<file path="config.mk">
export PLATFORM = sky130hd
export DESIGN_NAME = fft16_input_loader
export DESIGN_NICKNAME = d
export VERILOG_FILES = /design/src/rtl/fft_pkg.sv /design/src/rtl/fft16_input_loader.sv
export SDC_FILE = /design/constraint.sdc
export NUM_CORES = 1
export LEC_CHECK = 0
export CORE_ASPECT_RATIO = 1.25
export CORE_MARGIN = 4
export CORE_UTILIZATION = 40
export CTS_CLUSTER_DIAMETER = 50
export CTS_CLUSTER_SIZE = 25
export DETAILED_ROUTE_END_ITERATION = 8
export SLEW_MARGIN = 20
export SYNTH_ARGS = -nofsm -noshare
export SYNTH_HDL_FRONTEND = slang
export SYNTH_SLANG_ARGS = --single-unit
export TNS_END_PERCENT = 30
</file>
<file path="constraint.sdc">
create_clock -name clk -period 4 [get_ports clk]
set_input_delay 0.8 -clock clk [delete_from_list [all_inputs] [get_ports clk]]
set_output_delay 0.8 -clock clk [all_outputs]
set_load 0.005 [all_outputs]
</file>
<file path="src/rtl/fft_pkg.sv">
// Shared constants, loader state type and index helper for the 16-point FFT front end.
package fft_pkg;

  localparam int N      = 16;
  localparam int LOG2N  = 4;
  localparam int DATA_W = 16;

  typedef enum logic {
    IDLE = 1'b0,
    FILL = 1'b1
  } loader_state_e;

  function automatic logic [LOG2N-1:0] bitrev4(input logic [LOG2N-1:0] v);
    logic [LOG2N-1:0] r;
    for (int i = 0; i < LOG2N; i++) begin
      r[i] = v[LOG2N-1-i];
    end
    return r;
  endfunction

endpackage

</file>
<file path="src/rtl/fft16_input_loader.sv">
// Collects a 16-sample complex frame into a capture bank in bit-reversed slot order and
// presents the whole frame on a separate output bank for one out_valid pulse per frame.
module fft16_input_loader
  import fft_pkg::*;
#(
  parameter int DATA_W = 16,
  parameter int N      = 16   // only 16 is supported
) (
  input  logic              clk,
  input  logic              rst_n,
  input  logic              in_valid,
  input  logic              in_sop,
  input  logic [DATA_W-1:0] in_real,
  input  logic [DATA_W-1:0] in_im,
  output logic              in_ready,
  output logic [DATA_W-1:0] X0_Real,  X1_Real,  X2_Real,  X3_Real,
  output logic [DATA_W-1:0] X4_Real,  X5_Real,  X6_Real,  X7_Real,
  output logic [DATA_W-1:0] X8_Real,  X9_Real,  X10_Real, X11_Real,
  output logic [DATA_W-1:0] X12_Real, X13_Real, X14_Real, X15_Real,
  output logic [DATA_W-1:0] X0_Im,    X1_Im,    X2_Im,    X3_Im,
  output logic [DATA_W-1:0] X4_Im,    X5_Im,    X6_Im,    X7_Im,
  output logic [DATA_W-1:0] X8_Im,    X9_Im,    X10_Im,   X11_Im,
  output logic [DATA_W-1:0] X12_Im,   X13_Im,   X14_Im,   X15_Im,
  output logic              out_valid,
  output logic              frame_err,
  output loader_state_e     state
);

  // Handshake: a sample transfers on a rising edge where in_valid and in_ready are both high;
  // in_ready is held high from the first edge after reset release, so there is no backpressure.

  logic [DATA_W-1:0] cap_re [N];
  logic [DATA_W-1:0] cap_im [N];
  logic [DATA_W-1:0] out_re [N];
  logic [DATA_W-1:0] out_im [N];
  logic [LOG2N-1:0]  count;
  logic              copy_pend;
  logic              accept;
  logic              wr_en;
  logic [LOG2N-1:0]  wr_slot;

  assign accept = in_valid & in_ready;

  always_comb begin
    wr_en   = 1'b0;
    wr_slot = '0;
    if (accept) begin
      if (in_sop) begin
        wr_en = 1'b1;
      end else if (state == FILL) begin
        wr_en   = 1'b1;
        wr_slot = bitrev4(count);
      end
    end
  end

  // Capture bank carries no reset: its contents are meaningless until a frame completes.
  always_ff @(posedge clk) begin
    if (wr_en) begin
      cap_re[wr_slot] <= in_real;
      cap_im[wr_slot] <= in_im;
    end
  end

  always_ff @(posedge clk or negedge rst_n) begin
    if (!rst_n) begin
      state     <= IDLE;
      count     <= '0;
      in_ready  <= 1'b0;
      copy_pend <= 1'b0;
      out_valid <= 1'b0;
      frame_err <= 1'b0;
      for (int i = 0; i < N; i++) begin
        out_re[i] <= '0;
        out_im[i] <= '0;
      end
    end else begin
      in_ready  <= 1'b1;
      out_valid <= copy_pend;
      frame_err <= 1'b0;
      copy_pend <= 1'b0;
      // The copy reads the bank one edge after the last write, so it sees index 15 too;
      // a back-to-back sop landing on this edge writes slot 0 only after the copy samples it.
      if (copy_pend) begin
        out_re <= cap_re;
        out_im <= cap_im;
      end
      if (accept) begin
        if (in_sop) begin
          frame_err <= (state == FILL);
          state     <= FILL;
          count     <= 4'd1;
        end else if (state == FILL) begin
          count <= count + 4'd1;
          if (count == 4'd15) begin
            state     <= IDLE;
            copy_pend <= 1'b1;
          end
        end
      end
    end
  end

  assign X0_Real  = out_re[0];   assign X0_Im  = out_im[0];
  assign X1_Real  = out_re[1];   assign X1_Im  = out_im[1];
  assign X2_Real  = out_re[2];   assign X2_Im  = out_im[2];
  assign X3_Real  = out_re[3];   assign X3_Im  = out_im[3];
  assign X4_Real  = out_re[4];   assign X4_Im  = out_im[4];
  assign X5_Real  = out_re[5];   assign X5_Im  = out_im[5];
  assign X6_Real  = out_re[6];   assign X6_Im  = out_im[6];
  assign X7_Real  = out_re[7];   assign X7_Im  = out_im[7];
  assign X8_Real  = out_re[8];   assign X8_Im  = out_im[8];
  assign X9_Real  = out_re[9];   assign X9_Im  = out_im[9];
  assign X10_Real = out_re[10];  assign X10_Im = out_im[10];
  assign X11_Real = out_re[11];  assign X11_Im = out_im[11];
  assign X12_Real = out_re[12];  assign X12_Im = out_im[12];
  assign X13_Real = out_re[13];  assign X13_Im = out_im[13];
  assign X14_Real = out_re[14];  assign X14_Im = out_im[14];
  assign X15_Real = out_re[15];  assign X15_Im = out_im[15];

endmodule
</file>
==> results of run 1 <==
final timing paths:
| kind | cells after the start | slack, ns | to |
|---|---|---|---|
| setup / recovery | 1 | 1.26 | state |
| hold / removal | 1 | 0.20 | X3_Im[3]$_DFFE_PN0P_ |
| setup reg to reg | 4 | 1.74 | cap_im[19]$_DFFE_PP_ |
| hold reg to reg | 1 | 0.44 | X2_Real[14]$_DFFE_PN0P_ |
| max in group asynchronous | 2 | 2.53 | X5_Real[1]$_DFFE_PN0P_ |
| min in group clk | 1 | 0.44 | X2_Real[14]$_DFFE_PN0P_ |
where the power goes:
part	total, mW	internal [mW]	switching (mW)
Combinational	1.38	0.726	0.657
Clock	8.25	4.08	4.17
Sequential	11.8	11.5	0.250
cell usage in the layout (no fill, tap or decap), types with 2 or more instances in the layout:
master | netlist | layout
diode_2 | 0 | 2
edfxtp_1 | 512 | 512
bufinv_16 | 0 | 2
o21a_1 | 2 | 2
o21ai_0 | 4 | 4
nand4_1 | 3 | 3
buf_12 | 0 | 15
inv_8 | 0 | 8
clkinv_2 | 0 | 2
inv_12 | 0 | 4
buf_4 | 0 | 29
nand2_1 | 6 | 6
clkbuf_16 | 0 | 78
inv_16 | 0 | 6
nor2b_1 | 2 | 2
clkbuf_8 | 8 | 3
dfrtp_1 | 521 | 520
clkinv_8 | 0 | 13
inv_6 | 0 | 10
mux2_2 | 512 | 512
clkdlybuf4s50_1 | 0 | 550
nand3_1 | 4 | 4
clkinv_4 | 0 | 5
clkbuf_1 | 0 | 6
nor2_4 | 0 | 15
nand2b_1 | 2 | 2
cell type report:
class                           instances  area share [%]
Multi-Input combinational cell        564            13.8
Sequential cell                      1033            63.4
Timing Repair Buffer                  595            13.5
Inverter                                1         0.00837
Antenna cell                            2          0.0112
Clock buffer                           87            4.49
Tap cell                             1168            3.26
Clock inverter                         53            1.63
routing by layer:
layer	vias to the layer above	track usage (%)
met4	0	7.03
li1	7361	-
met5	-	0
met1	9265	25.3
met3	124	3.91
met2	560	33.8
through the flow:
stage,power [mW],setup slack [ns]
floorplan,12.3,0.742
global placement,13.4,0.791
detailed placement,13.4,0.742
CTS,21.7,1.25
global route,22.2,1.18
finish,21.4,1.26
cells in the mapped netlist:
library cell and number:
conb_1 1, a41oi_1 1, and3_1 1, o21a_1 2
nand3_1 4, mux2_2 512, and2_0 1, edfxtp_1 512
o21ai_0 4, nand2_1 6, nor2b_1 2, a21oi_1 1
nand4_1 3, nor2_1 16, clkbuf_8 8, buf_6 46
and3b_1 1, nand2b_1 2, a22o_1 1, ha_1 1
a31oi_1 1, o22a_1 1, inv_1 1, nor3b_1 1
and4bb_2 1, clkbuf_2 1, nand3b_1 1, dfrtp_1 521
buf_2 4
cell families (layout without fill, tap and decap cells):
kind of cell	count (synthesis)	in the layout	share of synthesized area [%]
adders and majority gates	1	1	0.0356
AOI/OAI and AO/OA	11	11	0.207
and+or+nand+nor	39	39	0.556
DFF	1033	1033	80.9
muxes	512	512	16.4
other	1	3	0.0107
buffers and inverters	60	736	1.87
==> results.md, run 1 <==
* Num CTS Buffers at 75
* Final instance area at 44,800 um^2
* Util after Layout at approximately half
* Crit-path cells: clkdlybuf4s50_1
* Die area at 92,600 um^2
* DR pass1 iterations at 5
* Largest net degree at the start of global routing at 123
* Clock sinks at about 1,000
* Hold-fix buffers at CTS at 0
* Die height at 339 um
* Clock skew at 0.0535 ns
* Largest registers: cap_im: 256 flops, cap_re: 256 flops
* Final setup fails at 0
* Syn_nets at 1,694
* Gate Count Post-Synth at 1,657
* Slew Limit Fails at 0
* Post-Syn Area per Cell at 21.2 um^2
* Initial core utilization at 40.3%
* Crit path max fanout at 15
* Crit path max-delay cell type: clkdlybuf4s50_1
* Area after DPL at 42,100 um^2
* RSZ-0062 raised after global routing: no
* Crit-path max cell delay at slightly below 0.7 ns
* Placer Congestion at 0.827
* Initial antenna violation count at 7
* Critical path class: register to primary output
* Filler cells at approximately 7,000
* Metal3 WL at 5350 um
* Nets at roughly 2,300
* Multi-input logic area at 6170 um^2
* Met1 Routed Length at 37,200 um
* Vias in the first global route at 18,400
* Initial DRC Count at 1,158
* Met2 WL at 46,900 um
* IR drop worst, VDD at 0.283 mV
* First-pass GRT wire length at 133,000 um
* Synthesized area at 35,100 um^2
* HP Class: primary input to asynchronous set/reset pin
* Die X at 273 um
* Slew @ Worst Pin at 1.07 ns
* Non-filler cells in the finished layout at 3,503
* CP delay by family, top: buffers and inverters
* Largest area contributor in the netlist: edfxtp_1
* TNS Setup at 0 ns
* DRC at 0
* Reported leakage power at between 15 and 20 nW
* Worst Path Arrival at 1.94 ns
* GRT overflow at 0
* Top post-synthesis cells by area: edfxtp_1 44%, dfrtp_1 37%, mux2_2 16%
* WL per Instance at between 20 and 30 um
* Worst path required time at 3.20 ns
* CORE AREA at 87,100 um^2
* Buffer levels on the longest clock path at 3
* Htree depth at 3
* Reg clk slew, reported paths at 0.09 ns
* Cts repair resizes at 0
* Hold slack final at 0.197 ns
* Pwr/cell area at 478 nW/um^2
* Top sig layer: met4
* Final HPWL DP at 60,900 um
* Fin crit share at 68.6%
* Input/output buffers at 551
* Seq cells post-synth at around 1,000
* Yosys warns at 0
* Seq/Total Area, Yosys at 80.9%
* Max Cap Viol at 0
* Crit start category: register
* Worst path buffer plus inverter count at 1
* CTS root buf: clkbuf_16
* Final min period at 2.74 ns
* Final ANT Viol Nets at 0
* I/O pins at 552
* Area added between synthesis and finish at 27.7%
* Crit path from: state$_DFFE_PN0P_
* Share of cells above drive strength 1 at 30.3%
* Reg2reg start: state$_DFFE_PN0P_
* Crit. End Element: primary output
* Post-synthesis cell type count at 29
* Routed wire length at 92,800 um
* CTS tree: done
* FP Rows at ~120
* F_max at 365 MHz
* Tot GR Track Use at 19.8%
* Placed Cells at 3,361
* Final Hold Vio Count at 0
* FF+latch area at 28,400 um^2
* Via count at between 15,000 and 20,000
* Worst skew pair latency at 0.65 ns
* Vias per inst at 4.94
* Post CTS Setup Buffer Count at 0
* Top-area cell type share of the netlist area at 43.8%
* Status: complete, no violations
* Worst slew margin at between 20% and 30%
Note: power is estimated with default switching activity, not from simulation.
==> run 2, diff against run 1 <==
- clock period: 4 -> 2.6 ns (I/O delays scaled with it)
==> results.md, run 2 (synthesis gave the netlist of run 1 again) <==
* Worst slew margin at 51.5% (+23 points)
* DR pass1 iterations at 5 (unchanged)
* I/O pins at 552 (unchanged)
* Worst path required time at 2.08 ns (-1.12 ns)
* Final setup margin at 0.173 ns (-1.08 ns)
* Crit start category: register
* Nets at 2,366 (+2.6%)
* Hold-fix buffers at CTS at 1 (+1)
* Final Hold Vio Count at 0 (unchanged)
* Area added between synthesis and finish at 30.5%
* Fin crit share at 93.4%
* IR drop worst, VDD at 0.443 mV (+57%)
* Initial core utilization at 40.3% (unchanged)
* Reported leakage power at 18.7 nW (+2.5%)
* Via count at 17,600 (+1.9%)
* Crit path max fanout at 15 (unchanged)
* GRT overflow at 0 (unchanged)
* RSZ-0062 raised after global routing: no
* WL per Instance at 27.1 um (+2.3%)
* Crit-path cells: clkdlybuf4s50_1
* Buffer levels on the longest clock path at 3 (unchanged)
* Cts repair resizes at 0 (unchanged)
* Initial antenna violation count at 6 (-1)
* Final min period at ~2.4 ns
* First-pass GRT wire length at 138,000 um (+4.0%)
* Crit. End Element: primary output
* Worst Path Arrival at 1.91 ns (-0.03 ns)
* Tot GR Track Use at 20.7% (+0.87 points)
* Final total power at 33.9 mW (+58%)
* Final ANT Viol Nets at 0 (unchanged)
* Max Cap Viol at 0 (unchanged)
* Vias in the first global route at 18,700 (+1.8%)
* Die X at 273 um (unchanged)
* Clock skew at 0.0284 ns (-0.0251 ns)
* Pwr/cell area at 740 nW/um^2 (+55%)
* Share of cells above drive strength 1 at 32.4% (+2.0 points)
* Largest net degree at the start of global routing at 113 (-8.1%)
* Largest registers: cap_im: 256 flops, cap_re: 256 flops
* Crit-path max cell delay at 0.68 ns (about the same)
* R2R Setup Slk at 0.69 ns (-1.05 ns)
* Initial DRC Count at 1,303 (+13%)
* CP delay by family, top: buffers and inverters
* Vias per inst at 4.94 (about the same)
* Critical path class: register to primary output
* DRC at 0 (unchanged)
* HP Class: primary input to asynchronous set/reset pin
* F_max at a little over 400 MHz
* Die area at 92,600 um^2 (unchanged)
* Input/output buffers at 551 (unchanged)
* Non-filler cells in the finished layout at 3,568 (+1.9%)
* Die height at 339 um (unchanged)
* Dpl ws at 0.100 ns (-0.642 ns)
* Num CTS Buffers at 82 (+9.3%)
* Clock sinks at 1,033 (unchanged)
* Final HPWL DP at 64,900 um (+6.7%)
* Placer Congestion at 0.841 (+1.7%)
* Worst skew pair latency at 0.65 ns (about the same)
* Htree depth at 3 (unchanged)
* CORE AREA at 87,100 um^2 (unchanged)
* Worst path buffer plus inverter count at 1 (unchanged)
* CTS root buf: clkbuf_16
* FP Rows at 121 (unchanged)
* Final setup fails at 0 (unchanged)
* Routed wire length at 96,700 um (+4.2%)
* Reg clk slew, reported paths at 0.08 ns (about the same)
* Crit path max-delay cell type: clkdlybuf4s50_1
* Most frequent cells in the layout: 550 x clkdlybuf4s50_1, 520 x dfrtp_1, 512 x mux2_2, 512 x edfxtp_1, 84 x clkbuf_16
* Placed Cells at 3,412 (+1.5%)
* Post CTS Setup Buffer Count at 0 (unchanged)
* Slew Limit Fails at 0 (unchanged)
* CTS tree: done
* Slew @ Worst Pin at 0.726 ns (-0.346 ns)
* Status: complete, no violations
* Commonest non-fill, non-tap cell in the layout: clkdlybuf4s50_1
[run 2: cell types whose count changed in the layout (fill, tap and decap cells not counted), moves of 3 or more]
cell and delta:
clkbuf_1 -4, buf_12 +25, inv_6 +3, inv_16 -3
inv_12 +6, clkinv_8 +6, buf_4 +26, clkbuf_8 -3
clkbuf_16 +6
[run 2: power by group]
part / total, mW / internal [mW] / switching (mW) / leakage [nW]
combinational: 2.21 / 1.18 / 1.03 / 5.34
sequential: 18.2 / 17.7 / 0.420 / 11.9
clock: 13.5 / 6.64 / 6.87 / 1.46
total: 33.9 / 25.6 / 8.32 / 18.7
[run 2: area by class of cell]
| type | count | area, um^2 |
|---|---|---|
| fillers | 6868 | 41200 |
| flip-flops and latches | 1033 | 28400 |
| repair buffers | 647 | 6740 |
| multi-input cells | 564 | 6170 |
| clock buffers | 86 | 2110 |
| well taps | 1168 | 1460 |
| clock inverters | 68 | 918 |
| inverters | 1 | 3.75 |
| diodes | 1 | 2.50 |
[run 2: path summary, 6_finish.rpt]
path / from / end / cells past startpoint
worst max-delay path: state$_DFFE_PN0P_ / state / 1
worst min-delay path: rst_n / X5_Im[2]$_DFFE_PN0P_ / 2
worst max register to register: count[2]$_DFFE_PN0P_ / cap_re[238]$_DFFE_PP_ / 5
worst min register to register: cap_re[236]$_DFFE_PP_ / X1_Real[12]$_DFFE_PN0P_ / 1
max in group asynchronous: rst_n / copy_pend$_DFF_PN0_ / 3
min in group clk: cap_re[236]$_DFFE_PP_ / X1_Real[12]$_DFFE_PN0P_ / 1
[run 2: per-stage QoR]
step	setup TNS [ns]	util, %	hold slack (ns)	instance area (um^2)
after floorplan	-67.07	-	0.224	35100
after global routing	0	52.6	0.435	45800
after CTS	0	52.6	0.400	45800
after detailed placement	0	49.2	0.461	42800
final	0	52.6	0.419	45800
after global placement	0	49.2	0.456	42800
[run 2: layer usage]
layer	global-route usage (%)	vias up	routed length, um
li1	-	7555	-
met1	26.6	9408	39100
met2	35.5	539	49200
met3	3.97	125	5380
met4	6.63	4	2900
met5	0	-	21
==> run 3, diff against run 2 <==
- HOLD_SLACK_MARGIN: not set -> 0.08
==> results of run 3 <==
Final layout, timing and power as in run 2 (identical DEF).
